===== src/rtl/global.v =====
// Shared DSP datapath width constants used by every block that talks to the PE array.
`ifndef GLOBAL_V
`define GLOBAL_V
`define A_DSP_WIDTH 30
`define B_DSP_WIDTH 18
`define C_DSP_WIDTH 48
`define P_DSP_WIDTH 48
`endif


===== src/rtl/fm_streamer_pkg.sv =====
// Shared types and sizing helpers for the feature-map streamer.
package fm_streamer_pkg;

   typedef enum logic [1:0] {
      ST_IDLE,
      ST_STREAM,
      ST_DRAIN,
      ST_DONE
   } fm_state_t;

   function automatic int padded_side(input int fm_size, input int padding);
      return fm_size + 2 * padding;
   endfunction

   // One extra code point so the far pad boundary (PADDING+FM_SIZE) always fits.
   function automatic int coord_width(input int fm_size, input int padding);
      return $clog2(padded_side(fm_size, padding) + 1);
   endfunction

endpackage


===== src/rtl/fm_streamer_if.sv =====
// Streamer-facing bundle: start/busy/done control, feature-map memory read port, PE pixel stream.
`include "global.v"

interface fm_streamer_if #(
   parameter int ADDR_WIDTH = 5
);
   logic                           i_start;
   logic                           o_busy;
   logic                           o_done;
   logic                           o_rd_en;
   logic [ADDR_WIDTH-1:0]          o_rd_addr;
   logic signed [`A_DSP_WIDTH-1:0] i_rd_data;
   logic signed [`A_DSP_WIDTH-1:0] o_DataFM;
   logic                           o_en;

   modport master (
      input  i_start, i_rd_data,
      output o_busy, o_done, o_rd_en, o_rd_addr, o_DataFM, o_en
   );

   modport slave (
      output i_start, i_rd_data,
      input  o_busy, o_done, o_rd_en, o_rd_addr, o_DataFM, o_en
   );
endinterface


===== src/rtl/fm_streamer_raster.sv =====
// Padded raster counter: walks (row, col) over the P x P padded frame and flags border pixels.
module fm_raster_counter
   import fm_streamer_pkg::*;
#(
   parameter  int FM_SIZE = 5,
   parameter  int PADDING = 0,
   localparam int CW      = coord_width(FM_SIZE, PADDING)
) (
   input  logic          i_clk,
   input  logic          i_rst,
   input  logic          i_step,
   output logic [CW-1:0] row,
   output logic [CW-1:0] col,
   output logic          is_pad,
   output logic          last
);

   localparam int            P     = padded_side(FM_SIZE, PADDING);
   localparam logic [CW-1:0] LAST  = CW'(P - 1);

   // Column is the inner loop; the counter wraps to (0,0) after the final pixel.
   always_ff @(posedge i_clk or posedge i_rst) begin
      if (i_rst) begin
         row <= '0;
         col <= '0;
      end else if (i_step) begin
         if (col == LAST) begin
            col <= '0;
            row <= (row == LAST) ? '0 : row + 1'b1;
         end else begin
            col <= col + 1'b1;
         end
      end
   end

   assign last = (row == LAST) && (col == LAST);

   generate
      if (PADDING == 0) begin : g_no_pad
         assign is_pad = 1'b0;
      end else begin : g_pad
         localparam logic [CW-1:0] LO = CW'(PADDING);
         localparam logic [CW-1:0] HI = CW'(PADDING + FM_SIZE);
         assign is_pad = (row < LO) || (row >= HI) || (col < LO) || (col >= HI);
      end
   endgenerate

endmodule


===== src/rtl/fm_streamer.sv =====
// Streams a zero-padded feature map from memory to the PE in raster order, one pixel per cycle.
module fm_streamer
   import fm_streamer_pkg::*;
#(
   parameter int FM_SIZE    = 5,
   parameter int PADDING    = 0,
   parameter int ADDR_WIDTH = $clog2(FM_SIZE * FM_SIZE)
) (
   input  logic          i_clk,
   input  logic          i_rst,
   fm_streamer_if.master bus
);

   localparam int            CW      = coord_width(FM_SIZE, PADDING);
   localparam logic [CW-1:0] PAD_OFS = CW'(PADDING);

   fm_state_t     state_q, state_d;
   logic          issue, issue_rd;
   logic          is_pad, last;
   logic [CW-1:0] row, col, row_i, col_i;
   logic          valid_s1, pad_s1;

   fm_raster_counter #(
      .FM_SIZE (FM_SIZE),
      .PADDING (PADDING)
   ) u_raster (
      .i_clk  (i_clk),
      .i_rst  (i_rst),
      .i_step (issue),
      .row    (row),
      .col    (col),
      .is_pad (is_pad),
      .last   (last)
   );

   always_ff @(posedge i_clk or posedge i_rst) begin
      if (i_rst) state_q <= ST_IDLE;
      else       state_q <= state_d;
   end

   // DRAIN waits until the last issued pixel has left the first pipeline stage.
   always_comb begin
      state_d = state_q;
      issue   = 1'b0;
      case (state_q)
         ST_IDLE:   if (bus.i_start) state_d = ST_STREAM;
         ST_STREAM: begin
            issue = 1'b1;
            if (last) state_d = ST_DRAIN;
         end
         ST_DRAIN:  if (!valid_s1) state_d = ST_DONE;
         ST_DONE:   state_d = ST_IDLE;
         default:   state_d = ST_IDLE;
      endcase
   end

   assign issue_rd      = issue && !is_pad;
   assign row_i         = row - PAD_OFS;
   assign col_i         = col - PAD_OFS;
   assign bus.o_rd_en   = issue_rd;
   assign bus.o_rd_addr = issue_rd ? (ADDR_WIDTH'(row_i) * ADDR_WIDTH'(FM_SIZE) + ADDR_WIDTH'(col_i))
                                   : '0;
   assign bus.o_busy    = (state_q != ST_IDLE);
   assign bus.o_done    = (state_q == ST_DONE);

   // Stage 1 waits for the memory's one-cycle latency; stage 2 registers the PE-facing pixel.
   always_ff @(posedge i_clk or posedge i_rst) begin
      if (i_rst) begin
         valid_s1     <= 1'b0;
         pad_s1       <= 1'b0;
         bus.o_en     <= 1'b0;
         bus.o_DataFM <= '0;
      end else begin
         valid_s1     <= issue;
         pad_s1       <= is_pad;
         bus.o_en     <= valid_s1;
         bus.o_DataFM <= (valid_s1 && !pad_s1) ? bus.i_rd_data : '0;
      end
   end

endmodule


===== src/flat_wrapper.sv =====
// flat-port wrapper written by rule: the top's interface ports become plain ports
module fm_streamer_flat import fm_streamer_pkg::*;
#(
   parameter int FM_SIZE    = 5,
   parameter int PADDING    = 0,
   parameter int ADDR_WIDTH = $clog2(FM_SIZE * FM_SIZE)
)
  (i_clk, i_rst, bus_i_start, bus_i_rd_data, bus_o_busy, bus_o_done, bus_o_rd_en, bus_o_rd_addr, bus_o_DataFM, bus_o_en);
  fm_streamer_if #(.ADDR_WIDTH(ADDR_WIDTH)) bus_i ();
  input  logic i_clk;
  input  logic i_rst;
  input wire logic [$bits(bus_i.i_start)-1:0] bus_i_start;
  input wire logic [$bits(bus_i.i_rd_data)-1:0] bus_i_rd_data;
  output wire logic [$bits(bus_i.o_busy)-1:0] bus_o_busy;
  output wire logic [$bits(bus_i.o_done)-1:0] bus_o_done;
  output wire logic [$bits(bus_i.o_rd_en)-1:0] bus_o_rd_en;
  output wire logic [$bits(bus_i.o_rd_addr)-1:0] bus_o_rd_addr;
  output wire logic [$bits(bus_i.o_DataFM)-1:0] bus_o_DataFM;
  output wire logic [$bits(bus_i.o_en)-1:0] bus_o_en;
  assign bus_i.i_start = bus_i_start;
  assign bus_i.i_rd_data = bus_i_rd_data;
  assign bus_o_busy = bus_i.o_busy;
  assign bus_o_done = bus_i.o_done;
  assign bus_o_rd_en = bus_i.o_rd_en;
  assign bus_o_rd_addr = bus_i.o_rd_addr;
  assign bus_o_DataFM = bus_i.o_DataFM;
  assign bus_o_en = bus_i.o_en;
  fm_streamer #(.FM_SIZE(FM_SIZE), .PADDING(PADDING), .ADDR_WIDTH(ADDR_WIDTH)) u_core (.i_clk(i_clk), .i_rst(i_rst), .bus(bus_i));
endmodule

===== config.mk =====
export PLATFORM = sky130hd
export DESIGN_NAME = fm_streamer_flat
export DESIGN_NICKNAME = d
export VERILOG_FILES = /design/src/rtl/fm_streamer_pkg.sv /design/src/rtl/fm_streamer_if.sv /design/src/rtl/fm_streamer_raster.sv /design/src/rtl/fm_streamer.sv /design/src/flat_wrapper.sv
export VERILOG_INCLUDE_DIRS = /design/src /design/src/rtl
export SDC_FILE = /design/constraint.sdc
export NUM_CORES = 1
export LEC_CHECK = 0
export CORE_ASPECT_RATIO = 1.5
export CORE_UTILIZATION = 26
export DETAILED_ROUTE_END_ITERATION = 8
export PLACE_DENSITY_LB_ADDON = 0.15
export REMOVE_ABC_BUFFERS = 1
export SETUP_SLACK_MARGIN = 0.4
export SYNTH_ARGS = -nofsm -noshare
export SYNTH_HDL_FRONTEND = slang
export SYNTH_SLANG_ARGS = --single-unit

===== constraint.sdc =====
create_clock -name i_clk -period 5.1 [get_ports i_clk]
set_clock_uncertainty 0.05 [all_clocks]
set_input_delay 0.765 -clock i_clk [delete_from_list [all_inputs] [get_ports i_clk]]
set_output_delay 0.765 -clock i_clk [all_outputs]
set_load 0.05 [all_outputs]

# --- After elaboration in Yosys (flattened, before gate mapping) ---
# Cells that the tools add are included.
totals:
  inputBits: 33
  reg_bits: 40
  elab_cells: 32
  output_inout_bits: 39
op_classes:
  multipliers: 1
  add_sub_neg: 3
  eq_ne: 8
  reduce_logical: 5
  mux: 9
ops:
  columns: ["operator", "n"]
  rows:
  - ["30-bit 2-to-1 mux", 1]
  - ["2-bit case mux with 4 select lines", 1]
  - ["3-bit by 1-bit adder with 3-bit output (second input constant)", 2]
  - ["3-bit equality test (second input constant)", 2]
  - ["2-bit 2-to-1 mux", 3]
  - ["3-bit 2-to-1 mux", 2]
  - ["5-bit by 3-bit adder with 5-bit output", 1]
  - ["3-bit by 3-bit multiplier with 5-bit output (second input constant)", 1]
  - ["5-bit 2-to-1 mux", 1]
  - ["2-bit equality test (second input constant)", 2]
  - ["2-bit != test (second input constant)", 2]
  - ["3-bit AND reduction", 1]
  - ["2-bit by 1-bit equality test with 1-bit output (second input constant)", 1]
  - ["2-bit logical NOT", 1]
  - ["2-bit by 1-bit != test with 1-bit output (second input constant)", 1]
  - ["2-bit AND reduction", 1]
  - ["2-bit nonzero test", 1]
  - ["1-bit logical AND", 1]
  - ["1-bit 2-to-1 mux", 1]

# --- Longest topological paths before layout ---
logic_depth:
  ltp_word: 4
  depth_mapped: 6
  mapped_depth_nobuf: 6

# --- By module ---
# From an unflattened synthesis, not the netlist that was laid out.
hier_totals:
  hier_cells: 139
  hier_area_um2: 1749.2
by_module_without_submodules:
  columns: ["mod", "n_inst", "area_per_inst_um2", "seq_area_each_um2", "cells_per_inst"]
  rows:
  - ["fm_streamer", 1, 1398.8, 875.8, 105]
  - ["fm_raster_counter", 1, 350.3, 150.1, 34]

# --- Least setup slack after synthesis ---
# No wires, ideal clock.
synth_path:
  path_kind: "flip-flop to output port"
  start: "register u_core.u_raster.row[0]"
  end: "output bus_o_rd_addr[4]"
  required_ps: 4285
  path_buffers: 0
  path_slack_ps: 1964
  stages_incl_launch_ff: 7
  t_arrival_ps: 2321
  path_cell_list: "dfrtp_1 ha_1 ha_1 ha_1 nand3_1 a21o_1 a21oi_1"
synth_between:
  elab_chain_len: 3
synth_lines:
  columns: ["item", "line", "rtl"]
  rows:
  - ["from (decl)", "fm_streamer_raster.sv:12", "output logic [CW-1:0] row,"]
  - ["from (signal assigned)", "fm_streamer_raster.sv:29", "row <= (row == LAST) ? '0 : row + 1'b1;"]
  - ["3-bit by 3-bit multiplier with 5-bit output", "fm_streamer.sv:61", "assign bus.o_rd_addr = issue_rd ? (ADDR_WIDTH'(row_i) * ADDR_WIDTH'(FM_SIZE) + ADDR_WIDTH'(col_i))"]
  - ["5-bit by 3-bit adder with 5-bit output", "fm_streamer.sv:61", null]
  - ["5-bit 2-to-1 mux", "fm_streamer.sv:61", null]
  - ["to (decl)", "flat_wrapper.sv:17", "output wire logic [$bits(bus_i.o_rd_addr)-1:0] bus_o_rd_addr;"]
# Every way passes these cells.

# --- Worst setup path after layout ---
# Ends and elaborated chain as after synthesis.

==> impl_metrics.json <==
{
  "cp-end-kind": "output port",
  "wl_mm": 3.67,
  "p_leak_nw": 1.19,
  "timing.rr.start": "u_core.state_q[1]",
  "crit_chain": "ha_1 -> ha_1 -> ha_1 -> nand3_1 -> a21o_1 -> a21oi_1 -> clkdlybuf4s50_1",
  "setup.worst_path.start": "u_core.u_raster.row[0]",
  "critPathMaxFanout": 6,
  "p_total_mw": 1.53,
  "die_h_um": 100,
  "worstSkewPairLatency_ns": 0.28,
  "max-slew-margin-rel_pct": 50.0,
  "track_usage_pct": 12.5,
  "initial_utilization_pct": 27.2,
  "cpPeakStageDelay_ns": 0.81,
  "clkSlewWorstSetupHoldPaths_ns": 0.08,
  "clock_path_buffers": 2,
  "fmax_mhz": 269,
  "syn-cell-area_um2": 1680,
  "wire_per_inst_um": 12.9,
  "ys_types": 21,
  "layout_min_cycle_time_ns": 3.72,
  "antenna_cells": 0,
  "hp-class": "flip-flop to flip-flop",
  "cp.required_ns": 4.28,
  "cell_internal_pwr_uw": 829,
  "area_growth_pct": 52.8,
  "drt_iter0_markers": 21,
  "layout_common_cells": "71 x clkdlybuf4s50_1, 40 x dfrtp_1, 33 x and2_1, 16 x ha_1, 9 x inv_1",
  "crit_slowest_cell": "clkdlybuf4s50_1",
  "antenna_found_initial": 0,
  "pwr_density_cell_nw_per_um2": 597,
  "fin_util_pct": 41.5,
  "path_class": "flip-flop to output port",
  "grt_overflow": 0,
  "nNetsFinal": 260,
  "grt_pass1_wl_mm": 6.24,
  "drv_slew": 0,
  "die_width_um": 67.6,
  "dieArea_um2": 6780,
  "critPathLaunchType": "flip-flop",
  "p_comb_share_pct": 53.9,
  "clockPowerShare_pct": 13.9,
  "vias": 1231,
  "ys_ff_latch": 40,
  "status": "finished clean",
  "post_cts_resized": 0,
  "ir_drop_mv": 0.263,
  "fp-row-count": 35,
  "arrival_ns": 2.91,
  "gp_congestion": 0.738,
  "synth_area_leader_cell": "dfrtp_1",
  "cpMostUsedCell": "ha_1",
  "cts_buffers": 5,
  "drtAntennaViolNets": 0,
  "grt_max_degree": 33,
  "final_common_cell": "clkdlybuf4s50_1",
  "synth-seq-area-share_pct": 59.7,
  "drc": 0,
  "ys_warn_count": 0,
  "syn_inst": 135,
  "drv_cap": 0,
  "final_layout_size_suffix_gt1_share_pct": 4.74,
  "fin_tns_setup_ns": 0,
  "core_um2": 6170,
  "ios": 72,
  "grt_pass1_vias": 1449,
  "swShare_pct": 45.8,
  "worst_slew_pin_slew_ns": 0.750,
  "postCtsHoldBufs": 0,
  "post-cts-setup-buffers": 0,
  "synth_top_area_share_pct": 59.7,
  "hp-start": "u_core.u_raster.row[2]",
  "synth.avg_cell_area_um2": 12.4,
  "period_share_pct": 73.0,
  "cts_tree": "built",
  "vias_per_cell": 4.32,
  "cts_sinks": 40,
  "place_hpwl_mm": 2.75,
  "synth_area_leaders": "dfrtp_1 60%, and2_1 12%, ha_1 12%, o21ai_0 2.1%, inv_1 2.0%",
  "cts-root-buf": "clkbuf_8",
  "seq_power_share_pct": 32.3,
  "dr.pass1.iters": 4,
  "h-tree-depth": 2,
  "port_buffers": 71,
  "power.net_switching_uw": 702,
  "finalHoldViolations": 0,
  "setup_viol_count_final": 0,
  "rsz0062_at_grt": "false"
}
cells in the mapped netlist:
library cell and count:
a211oi_1 1, a21boi_0 1, a21o_1 2, a21oi_1 2, and2_1 33, and4_1 1, clkbuf_1 4, dfrtp_1 40
fa_1 1, ha_1 16, inv_1 9, mux2_2 1, mux2_4 1, nand2_1 4, nand3_1 5, nand4_1 1
nor2_1 3, o21ai_0 7, o221ai_2 1, xnor2_1 1, xor2_1 1
critical path: cells and delay by family (launching register included):
family | cells | cell delay [ns]
buf+inv | 1 | 0.81
flops | 1 | 0.45
compound gates | 2 | 0.32
fa+ha+maj | 3 | 0.95
simple gates | 1 | 0.09
state kept, by name, summed over array words and instances (netlist names):
register             flops
u_core.bus.o_DataFM     30
u_core.u_raster.col      3
u_core.u_raster.row      3
u_core.state_q           2
u_core.bus.o_en          1
u_core.valid_s1          1
power by group through the flow:
stage,combinational [mW],clock [mW],sequential (mW)
finish,0.824,0.212,0.494
global route,0.883,0.239,0.511
CTS,0.838,0.227,0.496
detailed placement,0.833,0,0.500
global placement,0.812,0,0.493
floorplan,0.321,0,0.717
path summary, 6_finish.rpt:
path                                      endpoint  slack, ns  cells after the start
max                               bus_o_rd_addr[4]       1.38                      7
min                         u_core.u_raster.row[2]       0.55                      1
max reg2reg                      u_core.state_q[1]       3.27                      5
min reg2reg                 u_core.u_raster.row[2]       0.55                      1
max in group asynchronous   u_core.bus.o_DataFM[5]       3.50                      3
min in group asynchronous  u_core.bus.o_DataFM[26]       0.76                      2
metal layers:
layer	track usage, %	vias to the layer above	wire length [um]
met5	0	-	0
met4	6.87	0	79
met3	4.55	6	270
met2	21.9	50	1980
met1	12.2	593	1340
li1	-	582	-
through the flow:
stage          setup WS [ns]  cell area, um2  std cells  hold slack [ns]
6_report                1.38            2560        285            0.551
5_1_grt                 1.23            2560        285            0.583
4_1_cts                 1.35            2560        285            0.549
3_5_place_dp            1.70            2470        277            0.526
3_3_place_gp            1.77            2470        277            0.497
2_1_floorplan           1.96            1660        131            0.477
layout make-up:
class | instances | area, um2
inverters | 9 | 33.8
clock buffers | 8 | 90.1
well taps | 74 | 92.6
flip-flops and latches | 40 | 1000
multi-input cells | 82 | 627
fillers | 602 | 3610
repair buffers | 72 | 718
kinds of logic after synthesis:
logic type / after synthesis / share of synthesized area [%]
simple gates: 47 / 16.3
xor+xnor: 2 / 1.04
compound gates: 14 / 5.37
flops: 40 / 59.7
fa+ha+maj: 17 / 13.1
buf+inv: 13 / 2.91
mux: 2 / 1.57
No activity file was read; power rests on OpenSTA's default activity.
